### src/rtl/imem_pkg.sv
// Shared definitions for the instruction-memory loader: default depth, NOP fill word, FSM states.
package imem_pkg;
    localparam int          IMEM_DEPTH    = 400;
    localparam logic [31:0] IMEM_NOP_WORD = 32'h8000_0000;

    typedef enum logic [2:0] {
        S_IDLE,
        S_HDR0,
        S_HDR1,
        S_DATA,
        S_FILL,
        S_DONE,
        S_ERR
    } loader_state_t;
endpackage

### src/rtl/byte_packer.sv
// Assembles four consecutive stream bytes into one little-endian 32-bit word.
module byte_packer (
    input  logic        clk,
    input  logic        rst,
    input  logic        i_clr,
    input  logic        i_valid,
    input  logic [7:0]  i_byte,
    output logic        o_word_valid,
    output logic [31:0] o_word
);
    logic [1:0]  r_byte_idx;
    logic [23:0] r_shift;

    always_ff @(posedge clk or posedge rst) begin
        if (rst) begin
            r_byte_idx <= 2'd0;
        end else if (i_clr) begin
            r_byte_idx <= 2'd0;
        end else if (i_valid) begin
            r_byte_idx <= r_byte_idx + 2'd1;
        end
    end

    // Bytes enter at the top so the first byte ends up in bits [7:0] after three shifts.
    always_ff @(posedge clk) begin
        if (i_valid) begin
            r_shift <= {i_byte, r_shift[23:8]};
        end
    end

    assign o_word_valid = i_valid && (r_byte_idx == 2'd3);
    assign o_word       = {i_byte, r_shift};
endmodule

### src/rtl/imem_loader.sv
// Loads a length-prefixed byte stream into instruction RAM word by word, then pads with NOPs.
module imem_loader
    import imem_pkg::*;
#(
    parameter int          DEPTH    = IMEM_DEPTH,
    parameter logic [31:0] NOP_WORD = IMEM_NOP_WORD,
    parameter bit          FILL_NOP = 1'b1
) (
    input  logic        clk,
    input  logic        rst,
    input  logic        start,
    input  logic        s_valid,
    input  logic [7:0]  s_data,
    output logic        s_ready,
    output logic        mem_we,
    output logic [31:0] mem_addr,
    output logic [31:0] mem_wdata,
    output logic        busy,
    output logic        done,
    output logic        error
);
    localparam logic [15:0] DEPTH16 = 16'(DEPTH);

    loader_state_t r_state;
    loader_state_t w_next;
    logic [15:0]   r_count;
    logic [15:0]   r_widx;
    logic [15:0]   w_hdr_count;
    logic          w_xfer;
    logic          w_start;
    logic          w_pack_vld;
    logic          w_word_valid;
    logic [31:0]   w_word;
    logic          w_last_word;
    logic          w_fill_last;

    assign w_xfer      = s_valid && s_ready;
    assign w_start     = start && (r_state == S_IDLE || r_state == S_DONE || r_state == S_ERR);
    assign w_pack_vld  = w_xfer && (r_state == S_DATA);
    assign w_hdr_count = {s_data, r_count[7:0]};
    assign w_last_word = (r_widx == r_count - 16'd1);
    assign w_fill_last = (r_widx == DEPTH16 - 16'd1);

    byte_packer u_packer (
        .clk          (clk),
        .rst          (rst),
        .i_clr        (w_start),
        .i_valid      (w_pack_vld),
        .i_byte       (s_data),
        .o_word_valid (w_word_valid),
        .o_word       (w_word)
    );

    always_ff @(posedge clk or posedge rst) begin
        if (rst) begin
            r_state <= S_IDLE;
        end else begin
            r_state <= w_next;
        end
    end

    always_comb begin
        w_next = r_state;
        case (r_state)
            S_IDLE, S_DONE, S_ERR: if (start) w_next = S_HDR0;
            S_HDR0: if (w_xfer) w_next = S_HDR1;
            S_HDR1: begin
                if (w_xfer) begin
                    if (w_hdr_count == 16'd0 || w_hdr_count > DEPTH16) w_next = S_ERR;
                    else                                                w_next = S_DATA;
                end
            end
            S_DATA: begin
                if (w_word_valid && w_last_word) begin
                    if (FILL_NOP && r_count < DEPTH16) w_next = S_FILL;
                    else                               w_next = S_DONE;
                end
            end
            S_FILL: if (w_fill_last) w_next = S_DONE;
            default: w_next = S_IDLE;
        endcase
    end

    // Status outputs are registered from the next state so they line up with r_state.
    // One address counter serves both phases: after the last data word it already equals count.
    always_ff @(posedge clk or posedge rst) begin
        if (rst) begin
            r_count   <= 16'd0;
            r_widx    <= 16'd0;
            s_ready   <= 1'b0;
            busy      <= 1'b0;
            done      <= 1'b0;
            error     <= 1'b0;
            mem_we    <= 1'b0;
            mem_addr  <= 32'd0;
            mem_wdata <= 32'd0;
        end else begin
            s_ready <= (w_next == S_HDR0) || (w_next == S_HDR1) || (w_next == S_DATA);
            busy    <= (w_next == S_HDR0) || (w_next == S_HDR1) || (w_next == S_DATA)
                    || (w_next == S_FILL);
            done    <= (w_next == S_DONE);
            error   <= (w_next == S_ERR);
            mem_we  <= 1'b0;

            if (w_start) begin
                r_widx <= 16'd0;
            end
            if (r_state == S_HDR0 && w_xfer) begin
                r_count[7:0] <= s_data;
            end
            if (r_state == S_HDR1 && w_xfer) begin
                r_count[15:8] <= s_data;
            end
            if (r_state == S_DATA && w_word_valid) begin
                mem_we    <= 1'b1;
                mem_addr  <= {16'd0, r_widx};
                mem_wdata <= w_word;
                r_widx    <= r_widx + 16'd1;
            end
            if (r_state == S_FILL) begin
                mem_we    <= 1'b1;
                mem_addr  <= {16'd0, r_widx};
                mem_wdata <= NOP_WORD;
                r_widx    <= r_widx + 16'd1;
            end
        end
    end
endmodule

### config.mk
export PLATFORM = sky130hd
export DESIGN_NAME = imem_loader
export DESIGN_NICKNAME = d
export VERILOG_FILES = /design/src/rtl/imem_pkg.sv /design/src/rtl/byte_packer.sv /design/src/rtl/imem_loader.sv
export SDC_FILE = /design/constraint.sdc
export NUM_CORES = 1
export LEC_CHECK = 0
export BUFFER_PORTS_ARGS = -buffer_cell sky130_fd_sc_hd__buf_2
export CAP_MARGIN = 30
export CORE_MARGIN = 2
export CORE_UTILIZATION = 55
export CTS_CLUSTER_DIAMETER = 150
export CTS_CLUSTER_SIZE = 30
export DETAILED_ROUTE_END_ITERATION = 10
export PLACE_DENSITY = 0.78
export SETUP_SLACK_MARGIN = 0.05
export SLEW_MARGIN = 20
export SYNTH_ARGS = -nofsm -noshare
export SYNTH_HDL_FRONTEND = slang
export SYNTH_SLANG_ARGS = --single-unit
### constraint.sdc
create_clock -name clk -period 9.1 [get_ports clk]
set_input_delay 1.82 -clock clk [delete_from_list [all_inputs] [get_ports clk]]
set_output_delay 1.82 -clock clk [all_outputs]
set_load 0.03 [all_outputs]
== Word-level counts from Yosys, hierarchy flattened ==
Index checks and enable logic that the tools add are counted.

* $lt $le $gt $ge: 2
* Eq/ne operators: 15
* Add/sub/neg operators: 3
* Reductions and logical operators: 20
* Multiplexer cells: 19

{| class="wikitable"
|+ Operators with widths
! cell !! count
|-
| $mux 32 || 4
|-
| $mux 16 || 3
|-
| $eq 3x3->1 const B || 6
|-
| $mux 3 || 6
|-
| $add 16x1->16 const B || 1
|-
| $eq 16x16->1 || 1
|-
| $eq 16x9->1 const B || 1
|-
| $gt 16x9->1 const B || 1
|-
| $logic_not 16->1 || 1
|-
| $lt 16x9->1 const B || 1
|-
| $sub 16x1->16 const B || 1
|-
| $pmux 3 s5 || 1
|-
| $eq 3x2->1 const B || 4
|-
| $logic_and 1x1->1 || 8
|-
| $eq 3x1->1 const B || 2
|-
| $logic_or 1x1->1 || 6
|-
| $mux 2 || 2
|-
| $reduce_bool 2->1 || 2
|-
| $logic_not 3->1 || 1
|-
| $mux 1 || 3
|-
| $reduce_bool 3->1 || 1
|-
| $reduce_or 3->1 || 1
|-
| $add 2x1->2 const B || 1
|-
| $eq 2x2->1 const B || 1
|}

* Input port bits: 12
* Bits in registers: 130
* Output and inout port bits: 69

== Logic depth before layout (Yosys ltp) ==
Gate-level depths: netlist (run 1).

* Depth after elaboration: 10
* Mapped depth: 8
* Mapped depth without buffers: 8

== Cells and area by module ==
Synthesis (run 1) repeated with hierarchy kept, for this count alone.

* Cell total of the unflattened synthesis: 540
* Area, all modules: 5,405.2 um^2

{| class="wikitable"
|+ Modules (own cells, without submodules)
! module !! cells each !! area an instance (um^2) !! instances
|-
| imem_loader || 499 || 4,524.3 || 1
|-
| byte_packer || 41 || 880.8 || 1
|}

== Least setup slack after synthesis (run 1) ==
Ideal clock, no wire load.

* Kind: input to register
* Start point: input port s_valid
* End point: register u_packer.r_byte_idx[1]
* Cell stages on the path: 4
* Arrival: 3.410 ns
* Slack: 5.570 ns
* Setup time: 0.120 ns
* Path through: nand3b_1 -> nor2_1 -> mux2i_1 -> nor2_1

* Word-level cells in the longest chain between the ends: 3

{| class="wikitable"
|+ RTL lines
! element !! RTL line !! source
|-
| start: declaration || imem_loader.sv:12 || <nowiki>input logic s_valid,</nowiki>
|-
| $logic_and 1x1->1 || imem_loader.sv:37 || <nowiki>assign w_xfer = s_valid && s_ready;</nowiki>
|-
| $logic_and 1x1->1 || imem_loader.sv:39 || <nowiki>assign w_pack_vld = w_xfer && (r_state == S_DATA);</nowiki>
|-
| net u_packer.i_valid || byte_packer.sv:6 || <nowiki>input logic i_valid,</nowiki>
|-
| $reduce_bool 2->1 (no source line) || n/a ||
|-
| end signal: assignment || byte_packer.sv:20 || <nowiki>r_byte_idx <= r_byte_idx + 2'd1;</nowiki>
|-
| end: declaration || byte_packer.sv:11 || <nowiki>logic [1:0] r_byte_idx;</nowiki>
|}

The timed path passes the listed nets, and every way through them passes these cells.
A chain may end at the register's enable or synchronous reset.

== Final worst setup path (run 1) ==
* Start point: input port s_valid
* End point: register r_state[0]

* Word-level cells in the longest chain between the ends: 6
* Elaborated cells on any way between the ends: 8
* Those cells by class: mux: 4; reduce/logical: 4

{| class="wikitable"
|+ RTL lines
! element !! RTL line !! source
|-
| $logic_and 1x1->1 * || imem_loader.sv:37 ||
|-
| $logic_and 1x1->1 || imem_loader.sv:39 ||
|-
| $logic_and 1x1->1 || byte_packer.sv:31 || <nowiki>assign o_word_valid = i_valid && (r_byte_idx == 2'd3);</nowiki>
|-
| $logic_and 1x1->1 || imem_loader.sv:74 || <nowiki>if (w_word_valid && w_last_word) begin</nowiki>
|-
| $mux 3 || imem_loader.sv:74 ||
|-
| $pmux 3 s5 * || imem_loader.sv:64 || <nowiki>case (r_state)</nowiki>
|-
| net w_next[0] || imem_loader.sv:25 || <nowiki>loader_state_t w_next;</nowiki>
|-
| end signal: assignment || imem_loader.sv:58 || <nowiki>r_state <= w_next;</nowiki>
|-
| end: declaration || imem_loader.sv:24 || <nowiki>loader_state_t r_state;</nowiki>
|}

Mark *: on every way through the listed nets, which the timed path passes. The rest lies on a longest branch.

==> results of run 1 <==
worst max-delay path, stage by stage:
cell and delay [ps]:
buf_2 80, and3b_1 230, nand2_1 470, nor4_1 540, nand4_1 200, a2111oi_4 450, o221ai_2 180
through the flow:
| stage | util | std cells | total power, mW | hold slack (ps) | worst slack [ps] |
|---|---|---|---|---|---|
| floorplan | - | 559 | 1.002 | 426.2 | 4945 |
| finish | 0.6783 | 748 | 1.830 | 446.7 | 5478 |
| global route | 0.6783 | 748 | 1.922 | 457.1 | 5307 |
| detailed placement | 0.6117 | 716 | 1.139 | 431.3 | 5132 |
| global placement | 0.6055 | 713 | 1.113 | 429.6 | 4940 |
| CTS | 0.6783 | 748 | 1.844 | 447.3 | 5504 |
routing by layer:
layer,GRT usage,vias to the layer above,wire (um)
li1,-,1951,-
met1,0.3043,2019,5028
met2,0.4241,156,6236
met3,0.05062,21,565
met4,0.09538,0,234
met5,0,-,0
final cells by class:
| type | instances | share of cell area |
|---|---|---|
| multi-input combinational | 393 | 0.3352 |
| inverter | 7 | 0.004350 |
| tap | 129 | 0.02551 |
| clock buffer | 18 | 0.06605 |
| timing repair buffer | 73 | 0.06684 |
| sequential | 114 | 0.4698 |
| clock inverter | 14 | 0.03223 |
worst max-delay path by stage:
stage	endpoint	slack, ps	cells after the start
CTS	r_state[0]	5500	7
global route	r_state[0]	5310	7
finish	r_state[0]	5480	7
detailed placement	r_state[0]	5130	7
global placement	r_state[0]	4940	7
floorplan	busy	4940	1
cells by family (layout without fill, tap and decap cells):
family,Yosys count,after routing
compound gates,87,87
xor+xnor,22,22
fa+ha+maj,3,3
buf+inv,52,112
flops,114,114
mux,9,9
other cells,1,16
simple gates,256,256
state kept, by name, indices dropped and copies added, names as in the netlist:
name and count:
busy 1, mem_we 1, r_state 3, mem_wdata 32, mem_addr 16, r_widx 16, u_packer.r_shift 24, error 1
done 1, s_ready 1, r_count 16, u_packer.r_byte_idx 2
cells in the final DEF, fill, tap and decap left out, types with 8 or more instances in the layout:
master	instances
xor2_1	9
nand3_1	18
nor3_1	8
nor4_1	8
xnor2_1	13
a21oi_1	39
nor2_1	15
clkbuf_16	16
buf_2	64
edfxtp_1	24
nand2_1	153
dfrtp_1	90
conb_1	16
o21ai_0	28
power by group through the flow:
stage                     Clock (mW)  Sequential [mW]  Combinational (mW)
after detailed placement           0            0.689               0.450
after floorplan                    0            0.830               0.172
after global placement             0            0.682               0.431
after global routing           0.736            0.692               0.494
final                          0.697            0.682               0.451
after CTS                      0.705            0.682               0.457
==> flow_summary_export.csv, run 1 <==
group,metric,value,unit
outcome,outcome,"complete, no violations",
floorplanning,die_h,102.3,um
worst_hold_path,hp-class,"flip-flop to flip-flop",
global_routing,grt_pass1_wl,19500,um
global_routing,grt_pass1_vias,3942,
synthesis,synthXorXnorAreaFrac,0.03626,
floorplanning,io_pins,81,
synthesis,seq_area_frac_synth,0.5595,
floorplanning,rows,35,
power,p_clk_frac,0.381,
setup_path,rrSetupSlack,6250,ps
layout,area_growth,19.07,%
layout,fillCellCount,697,
drt,routed_wirelength,12070,um
layout,n_antenna_cell,0,
timing,tightest_slew,759.0,ps
setup_path,reg2reg_to,"r_state[0]",
timing,finalSetupTns,0,ps
drt,drtIter0Drc,397,
worst_hold_path,holdPathStages,0,
setup_path,worstSetupPathType,"primary input to flip-flop",
global_routing,grt.overflow.total,0,
synthesis,synth_common_cells,"153 x nand2_1, 90 x dfrtp_1, 40 x a21oi_1",
placed_design,placed_area,5705,um2
synthesis,synthMuxAreaShare,0.01837,
setup_path,startpoint_type,"primary input",
synthesis,synth_enable_flop_cells,24,
cts,ctsHoldBuffers,0,
synthesis,async_flop_share,0.7895,
power,seqPwrFrac,0.373,
synthesis,ys_ff_latch,114,
placed_design,io_buffer_count,64,
synthesis,ys_types,57,
layout,nets,621,
drt,dr.pass1.iters,5,
synthesis,avgSynthCellArea,9.768,um2
drt,remaining_drc_errors,0,
timing,hold_violations,0,
timing,relSlewSlack,0.4928,
placed_design,dp_hpwl,7862,um
layout,seqCellArea,2973,um2
power,p_per_area,289.2,nW/um2
timing,slew_violations,0,
drt,ant_nets,0,
setup_path,worst_ep_arrival_time,3980,ps
cts,cts_made_buffers,17,
global_routing,grt_start_max_net_pins,61,
timing,fmax,0.2761,GHz
floorplanning,initial_core_util,0.5697,
job,cap_violations,0,
global_routing,antenna_found_initial,0,
cts,cts_htree_levels,4,
drt,drt-vias-per-instance,5.544,
power,swShare,0.3451,
layout,drive_gt1_frac,0.2036,
synthesis,synth_fa_ha_area_frac,0.007064,
timing,rsz0062_at_grt,"false",
power,p_comb_frac,0.246,
floorplanning,chipWidth,102.3,um
synthesis,synth_flop_cell,"dfrtp_1",
setup_path,end_kind,"flip-flop",
layout,multiInputGateArea,2121,um2
power,p_int,1.198,mW
power,p_leak,2.985,nW
cts,cts_buffer_depth,2,
worst_hold_path,worstHoldEndpoint,"u_packer.r_shift[0]",
cts,path_clk_slew,60,ps
timing,setup_violations,0,
worst_hold_path,hp-start,"u_packer.r_shift[8]",
timing,finalCritPeriodShare,0.3980,
setup_path,cp.required,9460,ps
synthesis,synth_top_family_by_area,"simple AND/OR/NAND/NOR gates",
setup_path,r2r_cells,6,
timing,finClkSkew,6.378,ps
setup_path,crit_start,"s_valid",
layout,postLayoutCellArea,6327,um2
cts,clock-sinks,114,
global_routing,grt.total_usage,0.2455,
setup_path,reg2reg_from,"r_state[0]",
synthesis,yosysMostFrequentCell,"nand2_1",
power,p_sw,0.6316,mW
floorplanning,core,9328,um2
setup_path,cp_max_fo,19,
power,peakVddDrop,0.0001537,V
synthesis,synth_top_area_cell,"dfrtp_1",
cts,cts-root-buf,"clkbuf_8",
cts,cts-resized-gates,0,
synthesis,netlist.area_leader.share,0.4238,
placed_design,gp_congestion,0.9383,
synthesis,yosys_warnings,0,
synthesis,synth_compound_area_frac,0.1001,
cts,clk_latency,510,ps
drt,avgRoutedWirePerCell,16.13,um
cts,cts_tree,"done",
timing,period_minus_slack,3622,ps
synthesis,yosys.area_share.simple,0.2239,
floorplanning,die_area,10460,um2
synthesis,synth_area_leaders,"dfrtp_1 42%, edfxtp_1 14%, nand2_1 11%",
drt,vias,4147,
cts,post_cts_buffers,0,
synthesis,syn_inst,544,
synthesis,syn_area,5314,um2
(Power assumes the default switching activity.)
==> run 2, diff against run 1 <==
Settings changed: CORE_UTILIZATION 55 to 51, PLACE_DENSITY 0.78 to 0.76.
Clock period 9.1 ns to 2.9 ns, I/O delays scaled along.
==> run 2 against run 1 <==
  * First-iteration DRC count decreased by 8.6%
  * Worst hold slack lost 330 ps
  * Core utilization fell by 5.3 points
  * Cell count grew 1.7%
  * Clock power rose to 3.2 times the previous value
  * Sequential share of layout area down 0.50 points
  * Global-route usage decreased by 1.7 points
  * Sequential cell count stayed put
  * Register-to-register slack worse by 6000 ps
  * Critical path depth up 2
  * Power rose to 3.2 times the previous value
  * Sequential power rose to 3.1 times the previous value
  * Critical path type is now flip-flop to flip-flop
==> flow_summary_export.csv, run 2 (synthesis gave the netlist of run 1 again) <==
group,metric,value,unit
timing,hold_violations,0,
layout,fillCellCount,817,
cts,cts_htree_levels,4,
layout,multiInputGateArea,2133,um2
layout,stdcell_count,761,
global_routing,grt_start_max_net_pins,33,
timing,rsz0062_at_grt,"false",
global_routing,antenna_found_initial,0,
timing,relSlewSlack,0.6216,
power,p_int,3.837,mW
drt,drt-vias-per-instance,5.502,
setup_path,cp.required,3270,ps
drt,ant_nets,0,
drt,vias,4187,
timing,finalCritPeriodShare,0.9029,
placed_design,placed_area,5744,um2
placed_design,dp.cells,728,
power,p_per_area,906.2,nW/um2
layout,finalCoreUtilization,0.6250,
layout,top_regs,"mem_wdata: 32 flops, u_packer.r_shift: 24 flops",
drt,avgRoutedWirePerCell,15.95,um
timing,fmax,0.3819,GHz
floorplanning,rows,37,
cts,cts_tree,"done",
global_routing,grt_pass1_wl,19930,um
timing,tightest_slew,561.7,ps
layout,final_common_cell,"nand2_1",
worst_hold_path,hp-class,"primary input to asynchronous set/reset pin",
placed_design,io_buffer_count,64,
setup_path,cp_max_fo,7,
layout,seqCellArea,2973,um2
outcome,outcome,"complete, no violations",
layout,n_antenna_cell,0,
cts,path_clk_slew,60,ps
power,p_leak,3.010,nW
power,p_comb_frac,0.243,
floorplanning,chipWidth,106.1,um
timing,slew_violations,0,
setup_path,worstSetupPathType,"flip-flop to flip-flop",
cts,cts_buffer_depth,2,
power,p_clk_frac,0.388,
cts,cts-root-buf,"clkbuf_8",
power,swShare,0.3379,
cts,cts_made_buffers,17,
cts,clock-sinks,114,
layout,postLayoutCellArea,6395,um2
drt,remaining_drc_errors,0,
layout,top_register,"mem_wdata",
power,p_sw,1.958,mW
global_routing,grt_pass1_vias,4053,
layout,largest_reg_flops,32,
drt,dr.pass1.iters,5,
layout,mostFrequentLayoutCells,"153 x nand2_1, 90 x dfrtp_1, 64 x buf_2",
power,peakVddDrop,0.0004673,V
floorplanning,io_pins,81,
layout,nets,627,
placed_design,dp_hpwl,8002,um
setup_path,end_kind,"flip-flop",
floorplanning,initial_core_util,0.5194,
setup_path,worst_ep_arrival_time,2990,ps
floorplanning,core,10230,um2
timing,period_minus_slack,2618,ps
floorplanning,die_h,106.1,um
timing,finClkSkew,10.30,ps
layout,drive_gt1_frac,0.2112,
drt,routed_wirelength,12140,um
cts,clk_latency,520,ps
layout,area_growth,20.34,%
timing,finalSetupTns,0,ps
timing,setup_violations,0,
job,cap_violations,0,
placed_design,gp_congestion,0.8723,
setup_path,startpoint_type,"flip-flop",
floorplanning,die_area,11250,um2
power,seqPwrFrac,0.368,
drt,drtIter0Drc,363,
power,p_total,5.795,mW
global_routing,grt.total_usage,0.2282,
global_routing,grt.overflow.total,0,
run 2: cell types whose count changed in the layout (fill, tap and decap cells not counted), moves of 2 or more:
cell and delta:
buf_8 -2, clkinv_4 -3, buf_4 +7, buf_12 +2
run 2: worst max-delay path, cell delays in order (launching register included):
cell	delay (ps)
dfrtp_1	430
inv_1	100
ha_1	220
or3b_2	520
or3_1	420
a21oi_2	160
o211ai_2	100
a2111oi_4	200
buf_4	210
o221ai_2	100
run 2: layer usage:
layer / track usage / up-vias / part of all wire
li1: - / 1968 / -
met1: 0.3005 / 2038 / 0.42
met3: 0.04047 / 21 / 0.053
met4: 0.1024 / 0 / 0.018
met5: 0 / - / 0
met2: 0.3714 / 160 / 0.51
run 2: worst paths after layout:
| path | start | to | slack, ps | cells past startpoint |
|---|---|---|---|---|
| worst max-delay path | r_count[0] | r_state[0] | 280 | 9 |
| worst min-delay path | rst | mem_wdata[6] | 120 | 2 |
| worst max register to register | r_count[0] | r_state[0] | 280 | 9 |
| worst min register to register | u_packer.r_shift[14] | u_packer.r_shift[6] | 450 | 0 |
| max in group asynchronous | rst | r_count[2] | 2020 | 4 |
| min in group clk | s_data[1] | u_packer.r_shift[17] | 330 | 1 |
run 2: through the flow:
stage,hold slack [ps],worst slack (ps)
2_1_floorplan,426.2,361.7
3_3_place_gp,427.7,205.6
3_5_place_dp,434.3,117.7
4_1_cts,126.0,111.1
5_1_grt,148.4,176.6
6_report,119.3,281.6
run 2: timing repair:
item / 4_1_cts / 5_1_grt
hold buffers: 0 / 0
setup buffers: 0 / 1
gates resized for setup: 0 / 2
setup endpoints to repair: 0 / 7
run 2: area by class of cell:
class / instances / share of cell area
clock buffers: 19 / 0.06594
clock inverters: 13 / 0.03267
multi-input cells: 393 / 0.3336
inverters: 7 / 0.004696
well taps: 136 / 0.02661
repair buffers: 79 / 0.07161
flip-flops and latches: 114 / 0.4649
run 2: power by group through the flow:
stage | Sequential [mW] | Combinational [mW] | Clock [mW]
4_1_cts | 2.13 | 1.43 | 2.27
3_5_place_dp | 2.16 | 1.42 | 0
5_1_grt | 2.17 | 1.55 | 2.35
3_3_place_gp | 2.14 | 1.37 | 0
6_report | 2.13 | 1.41 | 2.25
2_1_floorplan | 2.61 | 0.539 | 0
